`config.mk`:
```
export PLATFORM = sky130hd
export DESIGN_NAME = adder_seq
export DESIGN_NICKNAME = d
export VERILOG_FILES = /design/src/rtl/adder_seq_pkg.sv /design/src/rtl/adder_seq_fifo.sv /design/src/rtl/adder_seq.sv
export SDC_FILE = /design/constraint.sdc
export NUM_CORES = 1
export LEC_CHECK = 0
export CAP_MARGIN = 20
export CORE_MARGIN = 5
export CORE_UTILIZATION = 45
export DETAILED_ROUTE_END_ITERATION = 8
export HOLD_SLACK_MARGIN = 0.05
export PLACE_DENSITY_LB_ADDON = 0.12
export RECOVER_POWER = 100
export SKIP_LAST_GASP = 1
export SLEW_MARGIN = 20
export SYNTH_ARGS = -nofsm -noshare
export SYNTH_HDL_FRONTEND = slang
export SYNTH_HIERARCHICAL = 1
export SYNTH_SLANG_ARGS = --single-unit
export TNS_END_PERCENT = 10
```
`constraint.sdc`:
```
create_clock -name clk -period 2.2 [get_ports clk]
set_clock_uncertainty 0.05 [all_clocks]
set_input_delay 0.22 -clock clk [delete_from_list [all_inputs] [get_ports clk]]
set_output_delay 0.22 -clock clk [all_outputs]
set_load 0.01 [all_outputs]
```
`src/rtl/adder_seq_pkg.sv`:
```
// Shared definitions for the adder and its request sequencer.
// Function codes are common to both sides of the adder interface.
package adder_seq_pkg;

    localparam logic [1:0] F_UNS  = 2'b00;
    localparam logic [1:0] F_ONES = 2'b01;
    localparam logic [1:0] F_TWOS = 2'b10;
    localparam logic [1:0] F_ILL  = 2'b11;

    function automatic logic f_legal(input logic [1:0] f);
        return f != F_ILL;
    endfunction

endpackage

```
`src/rtl/adder_seq_fifo.sv`:
```
// Small synchronous response FIFO for the adder sequencer.
// Reads are gated to zero when empty so idle outputs stay quiet.
module adder_seq_fifo #(
    parameter int W     = 5,
    parameter int DEPTH = 2,
    localparam int AW   = $clog2(DEPTH),
    localparam int CW   = AW + 1
) (
    input  logic          clk,
    input  logic          rst,
    input  logic          push,
    input  logic [W-1:0]  push_data,
    input  logic          pop,
    output logic [W-1:0]  pop_data,
    output logic          full,
    output logic          empty,
    output logic [CW-1:0] count
);

    logic [W-1:0]  mem [DEPTH];
    logic [AW-1:0] wr_ptr;
    logic [AW-1:0] rd_ptr;
    logic          do_push;
    logic          do_pop;

    // Status flags and guarded push/pop strobes.
    always_comb begin
        full     = count == CW'(DEPTH);
        empty    = count == '0;
        do_push  = push & ~full;
        do_pop   = pop & ~empty;
        pop_data = empty ? '0 : mem[rd_ptr];
    end

    // Pointers wrap naturally since DEPTH is a power of two.
    always_ff @(posedge clk) begin
        if (rst) begin
            wr_ptr <= '0;
            rd_ptr <= '0;
            count  <= '0;
        end else begin
            if (do_push) wr_ptr <= wr_ptr + 1'b1;
            if (do_pop)  rd_ptr <= rd_ptr + 1'b1;
            unique case ({do_push, do_pop})
                2'b10:   count <= count + 1'b1;
                2'b01:   count <= count - 1'b1;
                default: count <= count;
            endcase
        end
    end

    // Storage needs no reset; empty entries are never exposed.
    always_ff @(posedge clk) begin
        if (do_push) mem[wr_ptr] <= push_data;
    end

endmodule

```
`src/rtl/adder_seq.sv`:
```
// Request sequencer in front of the registered adder.
// One request in flight; results return in order via a FIFO.
module adder_seq
    import adder_seq_pkg::*;
#(
    parameter int WIDTH = 4,
    parameter int DEPTH = 2
) (
    input  logic             clk,
    input  logic             rst,
    input  logic             req_valid_i,
    output logic             req_ready_o,
    input  logic [1:0]       req_f_i,
    input  logic [WIDTH-1:0] req_a_i,
    input  logic [WIDTH-1:0] req_b_i,
    output logic [1:0]       add_f_o,
    output logic [WIDTH-1:0] add_a_o,
    output logic [WIDTH-1:0] add_b_o,
    input  logic [WIDTH-1:0] add_y_i,
    output logic             rsp_valid_o,
    input  logic             rsp_ready_i,
    output logic [WIDTH-1:0] rsp_y_o,
    output logic             rsp_err_o
);

    localparam logic [1:0] S_IDLE    = 2'd0;
    localparam logic [1:0] S_ISSUE   = 2'd1;
    localparam logic [1:0] S_CAPTURE = 2'd2;

    localparam int CW = $clog2(DEPTH) + 1;

    logic [1:0]    state;
    logic [1:0]    state_d;
    logic          err_q;
    logic          accept;
    logic          push;
    logic          pop;
    logic          full;
    logic          empty;
    logic [CW-1:0] count;
    logic [WIDTH:0] push_data;
    logic [WIDTH:0] head;

    // State register.
    always_ff @(posedge clk) begin
        if (rst) state <= S_IDLE;
        else     state <= state_d;
    end

    // Next state: accept, then issue, then capture.
    always_comb begin
        state_d = state;
        unique case (state)
            S_IDLE:    if (accept) state_d = S_ISSUE;
            S_ISSUE:   state_d = S_CAPTURE;
            S_CAPTURE: state_d = S_IDLE;
            default:   state_d = S_IDLE;
        endcase
    end

    // Handshake strobes and FIFO push in the capture cycle.
    always_comb begin
        req_ready_o = (state == S_IDLE) && (count < CW'(DEPTH));
        accept      = req_valid_i & req_ready_o;
        push        = (state == S_CAPTURE) & ~full;
        push_data   = {(err_q ? {WIDTH{1'b0}} : add_y_i), err_q};
        pop         = ~empty & rsp_ready_i;
        rsp_valid_o = ~empty;
        rsp_y_o     = head[WIDTH:1];
        rsp_err_o   = head[0];
    end

    // Operand registers; illegal codes become a harmless 0+0.
    always_ff @(posedge clk) begin
        if (rst) begin
            add_f_o <= F_UNS;
            add_a_o <= '0;
            add_b_o <= '0;
            err_q   <= 1'b0;
        end else if (accept) begin
            if (f_legal(req_f_i)) begin
                add_f_o <= req_f_i;
                add_a_o <= req_a_i;
                add_b_o <= req_b_i;
                err_q   <= 1'b0;
            end else begin
                add_f_o <= F_UNS;
                add_a_o <= '0;
                add_b_o <= '0;
                err_q   <= 1'b1;
            end
        end
    end

    adder_seq_fifo #(
        .W     (WIDTH + 1),
        .DEPTH (DEPTH)
    ) u_fifo (
        .clk       (clk),
        .rst       (rst),
        .push      (push),
        .push_data (push_data),
        .pop       (pop),
        .pop_data  (head),
        .full      (full),
        .empty     (empty),
        .count     (count)
    );

endmodule

```
## Word level (Yosys, flattened, before mapping)

Memories as Yosys holds them, arrays and structs flattened. A register that Yosys moved wholly into a read port is not among the register bits.
Cells that the tools add are included.

| operators by class | value |
|---|---|
| multiplexer cells | 13 |
| bitwise operators | 7 |
| reductions and logical operators | 4 |
| $add $sub $neg | 4 |
| $lt $le $gt $ge | 1 |
| equality and inequality tests | 7 |

Operators by type and width:

| kind | number |
|---|---|
| two-way mux 4 bit | 3 |
| case mux 2 bit (2 select lines) | 2 |
| equality test 2 bit (second input constant) | 3 |
| AND 1 bit | 5 |
| two-way mux 1 bit | 5 |
| two-way mux 5 bit | 1 |
| equality test 2 x 1 -> 1 bit (second input constant) | 2 |
| zero test 2 bit | 2 |
| two-way mux 2 bit | 2 |
| inequality test 2 bit (second input constant) | 2 |
| adder 1 bit (second input constant) | 2 |
| adder 2 x 1 -> 2 bit (second input constant) | 1 |
| less-than comparator 2 bit (second input constant) | 1 |
| NOT 1 bit | 2 |
| nonzero test 2 bit | 1 |
| subtractor 2 x 1 -> 2 bit (second input constant) | 1 |
| logical AND 1 bit | 1 |

| word-level totals | value |
|---|---|
| memories | 1 |
| register bits after elaboration | 17 |
| logic and storage cells | 45 |
| memory bits (writable) | 10 |

Memories:

| memory | words | bits a word | rd ports | clocked after memory_dff | wr ports | line | RTL |
|---|---|---|---|---|---|---|---|
| u_fifo.mem | 2 | 5 | 1 | 1 | 1 | adder_seq_fifo.sv:20 | `logic [W-1:0] mem [DEPTH];` |

## Depth between registers and ports, before layout

Gate-level depths: netlist of run 1.

| logic depth | value |
|---|---|
| depth after elaboration | 6 |
| depth in mapped cells | 8 |
| mapped depth without buffers | 8 |

## Hierarchy

The synthesis of run 1 kept the hierarchy.

By module, submodules not included:

| module | cells each | area each (µm²) | sequential area each (µm²) | times used |
|---|---|---|---|---|
| adder_seq_fifo | 48 | 598.1 | 400.4 | 1 |
| adder_seq | 61 | 549.3 | 260.2 | 1 |

## Worst setup path before layout of run 1

OpenSTA, ideal clock, no wires.

| timing | value |
|---|---|
| path type | register -> register |
| start point | reg u_fifo.count[1] |
| end point | reg u_fifo.count[1] |
| arrival time | 1.699 ns |
| cell stages (with the launch flop) | 8 |
| data required time | 2.080 ns |
| setup slack | 0.382 ns |
| period minus slack after synthesis | 1.818 ns |
| path buffers | 0 |
| cell sequence | dfxtp_1 nor2_1 nor2b_1 o21ai_0 inv_1 ha_1 or3_1 a21oi_1 |

| between the ends | value |
|---|---|
| longest elaborated chain between the ends | 6 |
| elaborated cells between the ends (all ways) | 14 |

Ends and longest elaborated chain:

| element | line | RTL |
|---|---|---|
| start, declared | adder_seq_fifo.sv:17 | `output logic [CW-1:0] count` |
| start signal, assigned | adder_seq_fifo.sv:45 | `2'b10: count <= count + 1'b1;` |
| start signal, assigned | adder_seq_fifo.sv:46 | `2'b01: count <= count - 1'b1;` |
| start signal, assigned | adder_seq_fifo.sv:47 | `default: count <= count;` |
| zero test 2 bit * | adder_seq_fifo.sv:29 | `empty = count == '0;` |
| net empty | adder_seq.sv:39 | `logic empty;` |
| NOT 1 bit * | adder_seq.sv:67 | `pop = ~empty & rsp_ready_i;` |
| AND 1 bit * | adder_seq.sv:67 |  |
| net pop | adder_seq.sv:37 | `logic pop;` |
| AND 1 bit * | adder_seq_fifo.sv:31 | `do_pop = pop & ~empty;` |
| net u_fifo.do_pop | adder_seq_fifo.sv:24 | `logic do_pop;` |
| equality test 2 x 1 -> 1 bit / equality test 2 bit (equally long branches) | adder_seq_fifo.sv:44 | `unique case ({do_push, do_pop})` |
| case mux 2 bit (2 select lines) / nonzero test 2 bit (equally long branches) | n/a |  |

Mark *: on every way through the listed nets, which the timed path passes. The rest lies on a longest branch.
A chain may end at the register's enable or synchronous reset.

==> impl_results.md, run 1 <==
- Top cells by area, synth: dfxtp_1 (31%), edfxtp_1 (26%), o21ai_0 (4.8%)
- Kind of critical path: flip-flop to output pin
- Max IR drop VDD: between 0.3 and 0.4 mV
- Yosys warnings: 6
- Lkg Pwr: 0.000603 uW
- DRT Wirelength: around 2100 um
- Status: finished clean
- Vias in the first global route: 864
- Htree depth: 1
- Clk_lat worst skew: ~0.31 ns
- DP HPWL: approximately 1600 um
- CTS tree: done
- Comb power frac: approximately 14%
- Clk slew on worst S/H paths: ~0.14 ns
- Vias: approximately 870
- Via density: a little under 5
- Share of the synthesized area in the top cell type: between 30% and 40%
- Critical Path Start Type: flip-flop
- Worst Hold Slack: around 0.41 ns
- Mapped Nets: 128
- Floorplan row count: 18
- Critical path's slowest cell: dlygate4sd3_1
- Sw Share: roughly 23%
- Sink Count: 28
- Clock Tree Root: clkbuf_4
- Tcrit/Tclk final: between 90% and 100%
- Global-route wire length before repair: about 3700 um
- Worst-path cell chain: mux2i_1 > nor2_1 > dlygate4sd3_1
- Post-synthesis cell type count: 25
- Avg WL per Cell: ~12 um
- Slowest stage delay, CP: 0.60 ns
- Crit-path leading delay family: buffers and inverters
- Placed cell count: roughly 170
- Iteration-0 DRC Markers: 18
- Buffer count from post-CTS setup fixing: 0
- Flop and latch count out of synthesis: 28
- Hold crit path type: input pin to flip-flop
- Initial antenna violation count: 0
- P&R area growth vs syn: 35.1%
- Fin nets: 166
- CTS Buffer Depth: 2
- RePlAce Congestion: 0.705
- Asr flop ratio synth: 0%
- Sequential fraction of design power: between 60% and 70%
- Diodes inserted: 0
- Core Area: 2450 um^2
- Slew HR: 60.9%
- Worst EP arrival: 1.72 ns
- Crit Path Max Fanout: 5
- Fmax: a little over 0.5 GHz
- Yosys top cell by area: dfxtp_1
- Antenna Nets Post-Route: 0
- Final TNS setup: 0 ns
- Largest net degree at the start of global routing: 20
- Post-synth top cells: dfxtp_1 (18), o21ai_0 (11), edfxtp_1 (10), nor2_1 (10), nand3_1 (9)
- Initial Utilization: 46.7%
- Congestion Overflow GR: 0
- Post-DP Area: 1520 um^2
- Die width: 60.5 um
- Hold Buf Count CTS: 0
- Slew Limit Fails: 0
- Most frequent cell after synthesis: dfxtp_1
- Final Instance Area: approximately 1600 um^2
- Die ar.: 3660 um^2
- Final setup fails: 0
- Post-Layout Cell Count: 176
- Post-CTS Resized: 0
- Internal: around 700 uW
- Post-Syn Area: about 1100 um^2
- Power per Cell Area: between 500 and 600 nW/um^2
- EDFF count, synth: 10
- Max Cap Viol: 0
- Seq/Total Area, Yosys: 57.6%
- PortBufs: 34
- Slew @ Worst Pin: approximately 0.6 ns
- Worst endpoint required time: slightly below 2 ns
- Hold Violations, Final: 0
- CTS Buf Count: 3
- Synth Flop Type: dfxtp_1
- Die H: ~60 um
- Crit path time final: slightly below 2 ns
- IO Count: 35
- RSZ-0062 raised after global routing: false
- Drc violations: 0
- Clk network pwr share: 23.0%
- Synth Instances: 109
- First drt pass iteration count: 4
- CP Capture Type: output pin
- P_sw: between 200 and 250 uW
- Worst path bufs/invs: 1
- Total GRT Usage: between 10% and 20%
- Syn Area/Cell: 10.5 um^2
- Layout cells sized above 1: 6.16%
## worst paths after layout
check | startpoint | endpoint | slack (ns) | cells past startpoint
worst min register to register | add_f_o[1]$_SDFFE_PP0P_ | add_f_o[1]$_SDFFE_PP0P_ | 0.41 | 2
worst min-delay path | req_b_i[3] | add_b_o[3]$_SDFFE_PP0P_ | 0.41 | 3
worst max-delay path | flip-flop | rsp_y_o[3] | 0.21 | 3
worst max register to register | u_fifo/count[0]$_SDFFE_PP0P_ | u_fifo/count[1]$_SDFFE_PP0P_ | 0.23 | 7
## per-layer routing
metal  GRT usage, %  share of wire, %  vias to the layer above  routed length (um)
li1               -                 -                      450                   -
met1           16.3                42                      391                 894
met5              0                 0                        -                   0
met4           5.57              0.70                        0                  15
met2           22.1                49                       26                1040
met3           3.62               8.8                        2                 189
## worst reg2reg max path, delay by kind of cell (launching register included)
kind	cells	cell delay (ns)
adders and majority gates	1	0.32
and+or+nand+nor	4	0.92
buffers and inverters	1	0.04
AOI/OAI and AO/OA	1	0.14
DFF	1	0.45
## logic make-up after synthesis
kind of cell / synth area share, %
compound gates: 7.42
simple gates: 24.0
fa+ha+maj: 1.09
flops: 57.6
xor+xnor: 2.29
mux: 4.36
buf+inv: 3.27
## layout make-up
type                    count  area (um^2)
clock buffers               4         26.3
fillers                   212          905
inverters                   5         18.8
multi-input cells          73          452
flip-flops and latches     28          661
well taps                  30         37.5
repair buffers             36          355
## power groups by stage
stage	clock network, uW	logic [uW]	registers [uW]
2_1_floorplan	0	55.0	583
3_3_place_gp	0	135	579
3_5_place_dp	0	137	580
4_1_cts	218	138	569
5_1_grt	241	143	572
6_report	209	129	568
## state kept, by name (all words and copies together) (netlist names), named ones only
name / cells
add_a_o: 4
u_fifo/count: 2
add_f_o: 2
state: 2
add_b_o: 4
u_fifo/rd_ptr: 1
u_fifo/wr_ptr: 1
u_fifo/mem: 10
err_q: 1
## cells in the final DEF, fill, tap and decap left out, types with 2 or more instances in the layout
master           count
dfxtp_1             18
dlygate4sd3_1       18
clkdlybuf4s50_1     16
o21ai_0             11
edfxtp_1            10
nand3_1              9
nor2_1               9
nand2b_1             8
a21oi_1              6
nor2b_1              5
mux2i_1              5
inv_1                4
nand2_1              4
clkbuf_4             3
nor3b_1              2
nand3b_1             2
buf_4                2
or3_1                2
xor2_1               2
## metrics by stage
| step | worst slack, ns | power [uW] | util [%] |
|---|---|---|---|
| 2_1_floorplan | 0.382 | 638 | - |
| 3_3_place_gp | 0.250 | 714 | 62.0 |
| 3_5_place_dp | 0.181 | 717 | 62.0 |
| 4_1_cts | 0.139 | 925 | 63.0 |
| 5_1_grt | 0.0146 | 956 | 63.1 |
| 6_report | 0.212 | 906 | 63.1 |
Note: power is estimated with default switching activity, not from simulation.
==> run 2, diff against run 1 <==
--- a/config.mk
+++ b/config.mk
@@ -6,6 +6,7 @@
 export NUM_CORES = 1
 export LEC_CHECK = 0
 export CAP_MARGIN = 20
+export CORE_ASPECT_RATIO = 1.5
 export CORE_MARGIN = 5
 export CORE_UTILIZATION = 45
 export DETAILED_ROUTE_END_ITERATION = 8
@@ -18,4 +19,4 @@
 export SYNTH_HDL_FRONTEND = slang
 export SYNTH_HIERARCHICAL = 1
 export SYNTH_SLANG_ARGS = --single-unit
-export TNS_END_PERCENT = 10
+export TNS_END_PERCENT = 5
==> constraint.sdc (replaced) <==
create_clock -name clk -period 2.2 [get_ports clk]
set_clock_uncertainty 0.05 [all_clocks]
set_input_delay 0.22 -clock clk [delete_from_list [all_inputs] [get_ports clk]]
set_output_delay 0.22 -clock clk [all_outputs]
set_load 0.05 [all_outputs]
==> run 2 against run 1 <==
- final area is 2.6% lower
- total power is 4.7% higher
- sequential power hardly changed
- combinational power is 39% higher
- critical path depth stayed put
- utilization is 1.5 points lower
- die area is 0.57% higher
- first-iteration DRC count is 44% lower
- count of clock-buffer cells in the layout is 1 lower
- final cell count is 3.4% lower
==> impl_results.md, run 2 (synthesis gave the netlist of run 1 again) <==
- Status: finished clean
- Die width: 51.2 um (-15%)
- Tcrit/Tclk final: 97.6% (+7.2 points)
- Sink Count: 28 (unchanged)
- Slew HR: 55.2% (-5.7 points)
- Iteration-0 DRC Markers: 10 (-8)
- Critical Path Start Type: flip-flop
- Sw Share: 27.0% (+4.3 points)
- Clk network pwr share: 21.3% (-1.7 points)
- Worst EP arrival: 1.88 ns (+0.16 ns)
- Die ar.: 3680 um^2 (+0.57%)
- Clk_lat worst skew: 0.32 ns (about the same)
- Slew @ Worst Pin: 0.672 ns (+0.0859 ns)
- Slew Limit Fails: 0 (unchanged)
- Hold Violations, Final: 0 (unchanged)
- Crit Path Max Fanout: 8 (+3)
- Kind of critical path: flip-flop to output pin
- CTS tree: done
- Critical path startpoint: u_fifo/count[1]$_SDFFE_PP0P_
- Avg WL per Cell: 13.0 um (+7.3%)
- # fillers: 228 (+7.5%)
- RSZ-0062 raised after global routing: true
- Power per Cell Area: 629 nW/um^2 (+7.5%)
- Setup ws final: 0.0532 ns (-0.159 ns)
- Comb power frac: 18.8% (+4.5 points)
- Layout cells sized above 1: 5.48% (-0.68 points)
- Post-DP Area: 1510 um^2 (-0.99%)
- Die H: 71.8 um (+19%)
- Drc violations: 0 (unchanged)
- First drt pass iteration count: 2 (-2)
- RePlAce Congestion: 0.677 (-4.1%)
- Final setup fails: 0 (unchanged)
- Antenna Nets Post-Route: 0 (unchanged)
- Final Instance Area: 1510 um^2 (-2.6%)
- Diodes inserted: 0 (unchanged)
- Crit path time final: 2.15 ns (+0.159 ns)
- Hold Buf Count CTS: 0 (unchanged)
- Floorplan row count: 22 (+4)
- Dpl ws: 0.166 ns (-0.0151 ns)
- Congestion Overflow GR: 0 (unchanged)
- Vias: 895 (+3.0%)
- Vias in the first global route: 922 (+6.7%)
- CTS Buffer Depth: 2 (unchanged)
- Global-route wire length before repair: 3860 um (+5.3%)
- Total GRT Usage: 13.7% (+0.42 points)
- Lkg Pwr: 0.000585 uW (-3.0%)
- Initial Utilization: 46.8% (+0.095 points)
- FF-to-FF Start: u_fifo/count[1]$_SDFFE_PP0P_
- Hold_sp: req_a_i[2]
- Largest registers: u_fifo/mem (10), add_a_o (4), add_b_o (4)
- P_sw: 257 uW (+25%)
- Max reg flops: 10 (unchanged)
- Max Cap Viol: 0 (unchanged)
- Critical path's slowest cell: clkdlybuf4s50_1
- Worst endpoint required time: 1.93 ns (about the same)
- Internal: 693 uW (-1.1%)
- Multi-input logic area: 449 um^2 (-0.55%)
- Clk slew on worst S/H paths: 0.14 ns (about the same)
- PortBufs: 34 (unchanged)
- DP HPWL: 1720 um (+6.6%)
- Worst-path cell chain: nor2_1 > inv_1 > clkdlybuf4s50_1
- Htree depth: 1 (unchanged)
- Largest net degree at the start of global routing: 20 (unchanged)
- Initial antenna violation count: 0 (unchanged)
- Reg with most FFs: u_fifo/mem
- Sequential fraction of design power: 59.9% (-2.8 points)
- CTS Buf Count: 3 (unchanged)
- Max IR drop VDD: 0.461 mV (+32%)
- Hold crit path type: input pin to flip-flop
- CP Capture Type: output pin
- Clock Tree Root: clkbuf_4
- P&R area growth vs syn: 31.6%
- Slowest stage delay, CP: 0.79 ns (+0.19 ns)
- Most frequent cells in the layout: dfxtp_1 (18), clkdlybuf4s50_1 (18), o21ai_0 (11), dlygate4sd3_1 (11)
- Via density: 5.26 (+6.6%)
- IO Count: 35 (unchanged)
- FF+latch area: 661 um^2 (unchanged)
- Fmax: 0.466 GHz (-7.4%)
- Fin nets: 166 (unchanged)
- DRT Wirelength: 2220 um (+3.6%)
- Core Area: 2450 um^2 (-0.20%)
## run 2: changes by cell type in the layout (fill, tap and decap cells not counted), sizes merged
cell,before,now
clkinv,0,1
clkdlybuf4s50,16,18
dlygate4sd3,18,11
dlygate4sd2,0,1
buf,2,0
clkbuf,4,9
## run 2: layout make-up
class,instances,area share [%]
clock buffers,3,1.49
clock inverters,1,0.249
inverters,5,1.24
multi-input cells,73,29.7
flip-flops and latches,28,43.7
well taps,24,1.99
repair buffers,36,21.5
## run 2: power by group through the flow
stage	Clock (uW)	Sequential, uW	Combinational, uW
5_1_grt	230	572	191
3_5_place_dp	0	580	189
4_1_cts	213	569	189
3_3_place_gp	0	580	186
2_1_floorplan	0	615	75.3
6_report	202	568	179
## run 2: stage by stage
step	std cells	hold slack [ns]	utilization, %	total power [uW]	TNS [ns]
finish	170	0.403	61.6	949	0
global route	170	0.404	61.6	993	-0.161
CTS	170	0.393	62.5	972	-0.0353
detailed placement	166	0.400	61.5	769	0
global placement	166	0.395	61.5	766	0
floorplan	109	0.239	-	690	0
## run 2: per-layer routing
layer  vias to the layer above  track usage [%]  wire, um
met5                         -                0         0
met1                       417             13.6       817
li1                        449                -         -
met2                        25             25.3      1190
met3                         4             3.74       169
met4                         0             7.00        45
## run 2: worst paths after layout
check | endpoint | slack (ns) | depth (start not counted)
worst max register to register | u_fifo/count[1]$_SDFFE_PP0P_ | 0.17 | 7
worst max-delay path | rsp_valid_o | 0.05 | 3
worst min register to register | add_f_o[0]$_SDFFE_PP0P_ | 0.42 | 2
worst min-delay path | add_a_o[2]$_SDFFE_PP0P_ | 0.40 | 3
## run 2: critical path, delay by kind of cell (launching register included)
kind	cells	cell delay (ns)
and+or+nand+nor	1	0.18
DFF	1	0.51
buffers and inverters	2	0.87
## run 2: timing repair
item                       in CTS  in global routing
buffers inserted                0                  0
resized for setup               1                  1
setup endpoints to repair       2                  3
==> run 3, diff against run 2 <==
--- a/config.mk
+++ b/config.mk
@@ -5,10 +5,12 @@
 export SDC_FILE = /design/constraint.sdc
 export NUM_CORES = 1
 export LEC_CHECK = 0
+export ABC_AREA = 1
 export CAP_MARGIN = 20
 export CORE_ASPECT_RATIO = 1.5
 export CORE_MARGIN = 5
-export CORE_UTILIZATION = 45
+export CORE_UTILIZATION = 49
+export CTS_BUF_LIST = sky130_fd_sc_hd__clkbuf_4
 export DETAILED_ROUTE_END_ITERATION = 8
 export HOLD_SLACK_MARGIN = 0.05
 export PLACE_DENSITY_LB_ADDON = 0.12
==> run 3 against run 2 <==
- sequential power grew 2%
- synthesized cell count grew 64%
- largest cell class unchanged
- utilization grew 6.0 points
==> impl_results.md, run 3 <==
- Status: finished clean
- Global-route wire length before repair: 4140 um (+7.1%)
- Seq/Total Area, Yosys: 51.2% (-6.4 points)
- Slew @ Worst Pin: 0.784 ns (+0.112 ns)
- Die width: 51.9 um (+1.3%)
- Asr flop ratio synth: 0% (unchanged)
- Power per Cell Area: 687 nW/um^2 (+9.2%)
- Kind of critical path: flip-flop to output pin
- Floorplan row count: 22 (unchanged)
- Avg WL per Cell: 10.5 um (-20%)
- DP HPWL: 1980 um (+16%)
- Clock Tree Root: clkbuf_4
- Worst endpoint required time: 1.93 ns (about the same)
- Largest net degree at the start of global routing: 24 (+20%)
- Max IR drop VDD: 0.429 mV (-6.9%)
- Total GRT Usage: 14.3% (+0.63 points)
- EDFF count, synth: 10 (unchanged)
- Placed cell count: 234 (+41%)
- RSZ-0062 raised after global routing: true
- Post-Syn Area: 1290 um^2 (+13%)
- Synth Instances: 179 (+64%)
- Flop and latch count out of synthesis: 28 (unchanged)
- Via density: 4.62 (-12%)
- Htree depth: 1 (unchanged)
- Critical path startpoint: u_fifo/count[1]$_SDFFE_PP0P_
- Max Cap Viol: 0 (unchanged)
- P&R area growth vs syn: 29.7%
- Sink Count: 28 (unchanged)
- Post-synth top cells: nor2_1 (49), nand2_1 (42), inv_1 (38)
- Yosys warnings: 6 (unchanged)
- Mapped Nets: 198 (+55%)
- Most common cell after layout, fill and taps aside: nor2_1
- Crit Path Max Fanout: 8 (unchanged)
- Critical Path Start Type: flip-flop
- Die H: 72.9 um (+1.4%)
- Fin nets: 234 (+41%)
- Total power: 1150 uW (+21%)
- Reg with most FFs: u_fifo/mem
- Iteration-0 DRC Markers: 6 (-4)
- Layout cells sized above 1: 4.21% (-1.3 points)
- CTS Buffer Depth: 2 (unchanged)
- Buffer count from post-CTS setup fixing: 0 (unchanged)
- Top cells by area, synth: dfxtp_1 (28%), edfxtp_1 (23%), nor2_1 (14%)
- Tcrit/Tclk final: 99.8% (+2.2 points)
- Post-Layout Cell Count: 238 (+40%)
- CTS tree: done
- Antenna Nets Post-Route: 0 (unchanged)
- Final TNS setup: 0 ns (unchanged)
- Most frequent cells in the layout: nor2_1 (50), nand2_1 (42), inv_1 (38)
- Core Area: 2480 um^2 (+1.1%)
- Lkg Pwr: 0.000824 uW (+41%)
- Yosys top cell by area: dfxtp_1
- CTS Buf Count: 3 (unchanged)
- IO Count: 35 (unchanged)
- Clk_lat worst skew: 0.33 ns (about the same)
- Hold crit path type: input pin to flip-flop
- RePlAce Congestion: 0.703 (+4.0%)
- Vias in the first global route: 1055 (+14%)
- Share of the synthesized area in the top cell type: 27.9% (-3.5 points)
- Clk slew on worst S/H paths: 0.14 ns (about the same)
- Hold Buf Count CTS: 0 (unchanged)
- Initial Utilization: 52.1% (+5.3 points)
- Synth Flop Type: dfxtp_1
- Slew HR: 47.6% (-7.6 points)
- DRT Wirelength: 2490 um (+12%)
- Diodes inserted: 0 (unchanged)
- Crit path time final: 2.19 ns (+0.0479 ns)
- Max reg flops: 10 (unchanged)
- Critical path's slowest cell: clkdlybuf4s50_1
- Fmax: 0.456 GHz (-2.2%)
- FF-to-FF Start: u_fifo/count[0]$_SDFFE_PP0P_
- Most frequent cell after synthesis: nor2_1
- Worst EP arrival: 1.92 ns (+0.04 ns)
- PortBufs: 34 (unchanged)
- # fillers: 213 (-6.6%)
- Syn Area/Cell: 7.21 um^2 (-31%)
- Hold_sp: rst
- Slew Limit Fails: 0 (unchanged)
- Worst-path cell chain: nor2_4 > a21oi_1 > clkdlybuf4s50_1
- Slowest stage delay, CP: 0.83 ns (+0.04 ns)
- Largest registers: u_fifo/mem (10), add_a_o (4), add_b_o (4)
- CP Capture Type: output pin
- Hold Violations, Final: 0 (unchanged)
- Die ar.: 3780 um^2 (+2.8%)
- Final setup fails: 0 (unchanged)
- Drc violations: 0 (unchanged)
- Congestion Overflow GR: 0 (unchanged)
- First drt pass iteration count: 4 (+2)
- Vias: 1100 (+23%)
- Initial antenna violation count: 0 (unchanged)
- Post-synthesis cell type count: 18 (-28%)
- Worst Hold Slack: 0.446 ns (+0.0433 ns)
[run 3: changes by cell type in the layout (fill, tap and decap cells not counted), moves of 3 or more]
cell / before / now
nor2_1: 10 / 50
nand2_1: 4 / 42
inv_1: 5 / 38
o21ai_0: 11 / 1
nand2b_1: 8 / 0
nand3_1: 9 / 1
mux2i_1: 5 / 0
nor2b_1: 5 / 0
clkbuf_2: 3 / 0
clkdlybuf4s50_1: 18 / 21
[run 3: logic make-up after synthesis]
| kind of cell | count (synthesis) | synth area share (%) |
|---|---|---|
| simple gates | 100 | 31.7 |
| buf+inv | 43 | 13.5 |
| compound gates | 7 | 2.71 |
| flops | 28 | 51.2 |
| fa+ha+maj | 1 | 0.969 |
[run 3: worst max-delay path: cells and delay by family, from the launching register on]
family / cells / cell delay, ns
AO/OA/AOI/OAI: 1 / 0.15
buffers and inverters: 1 / 0.83
flip-flops: 1 / 0.52
AND/OR/NAND/NOR: 1 / 0.11
[run 3: power by group]
group | internal, uW | switching, uW
clock network | 184 | 145
registers | 563 | 15.8
logic | 86.8 | 155
[run 3: final cells by class]
class	instances	area, um^2	area share, %
clock buffer	3	22.5	1.34
tap	24	30.0	1.79
sequential	28	661	39.4
multi-input combinational	108	449	26.8
clock inverter	1	30.0	1.79
inverter	40	150	8.96
timing repair buffer	34	333	19.9
[run 3: what timing repair did]
action | CTS | global route
gates resized for setup | 1 | 1
endpoints found under the setup margin | 3 | 4
pin swaps | 0 | 0
[run 3: routing by layer]
| layer | GRT usage, % | part of all wire, % | wire length [um] |
|---|---|---|---|
| met5 | 0 | 0 | 0 |
| met2 | 26.9 | 54 | 1340 |
| met4 | 7.00 | 1.5 | 38 |
| met1 | 14.2 | 38 | 951 |
| met3 | 3.27 | 6.5 | 161 |
[run 3: path summary, 6_finish.rpt]
kind	endpoint	slack [ns]	cells past startpoint
setup reg to reg	u_fifo/count[1]$_SDFFE_PP0P_	0.40	11
hold / removal	state[0]$_SDFFE_PP0P_	0.45	2
hold reg to reg	state[1]$_SDFFE_PP0P_	0.45	2
setup / recovery	rsp_y_o[3]	0.005	3
[run 3: metrics by stage]
stage	worst slack, ns	util, %	cell area, um^2
finish	0.00527	67.6	1680
global route	-0.0910	67.6	1680
CTS	-0.0148	68.2	1690
detailed placement	0.361	66.1	1640
global placement	0.440	66.1	1640
floorplan	0.500	-	1290
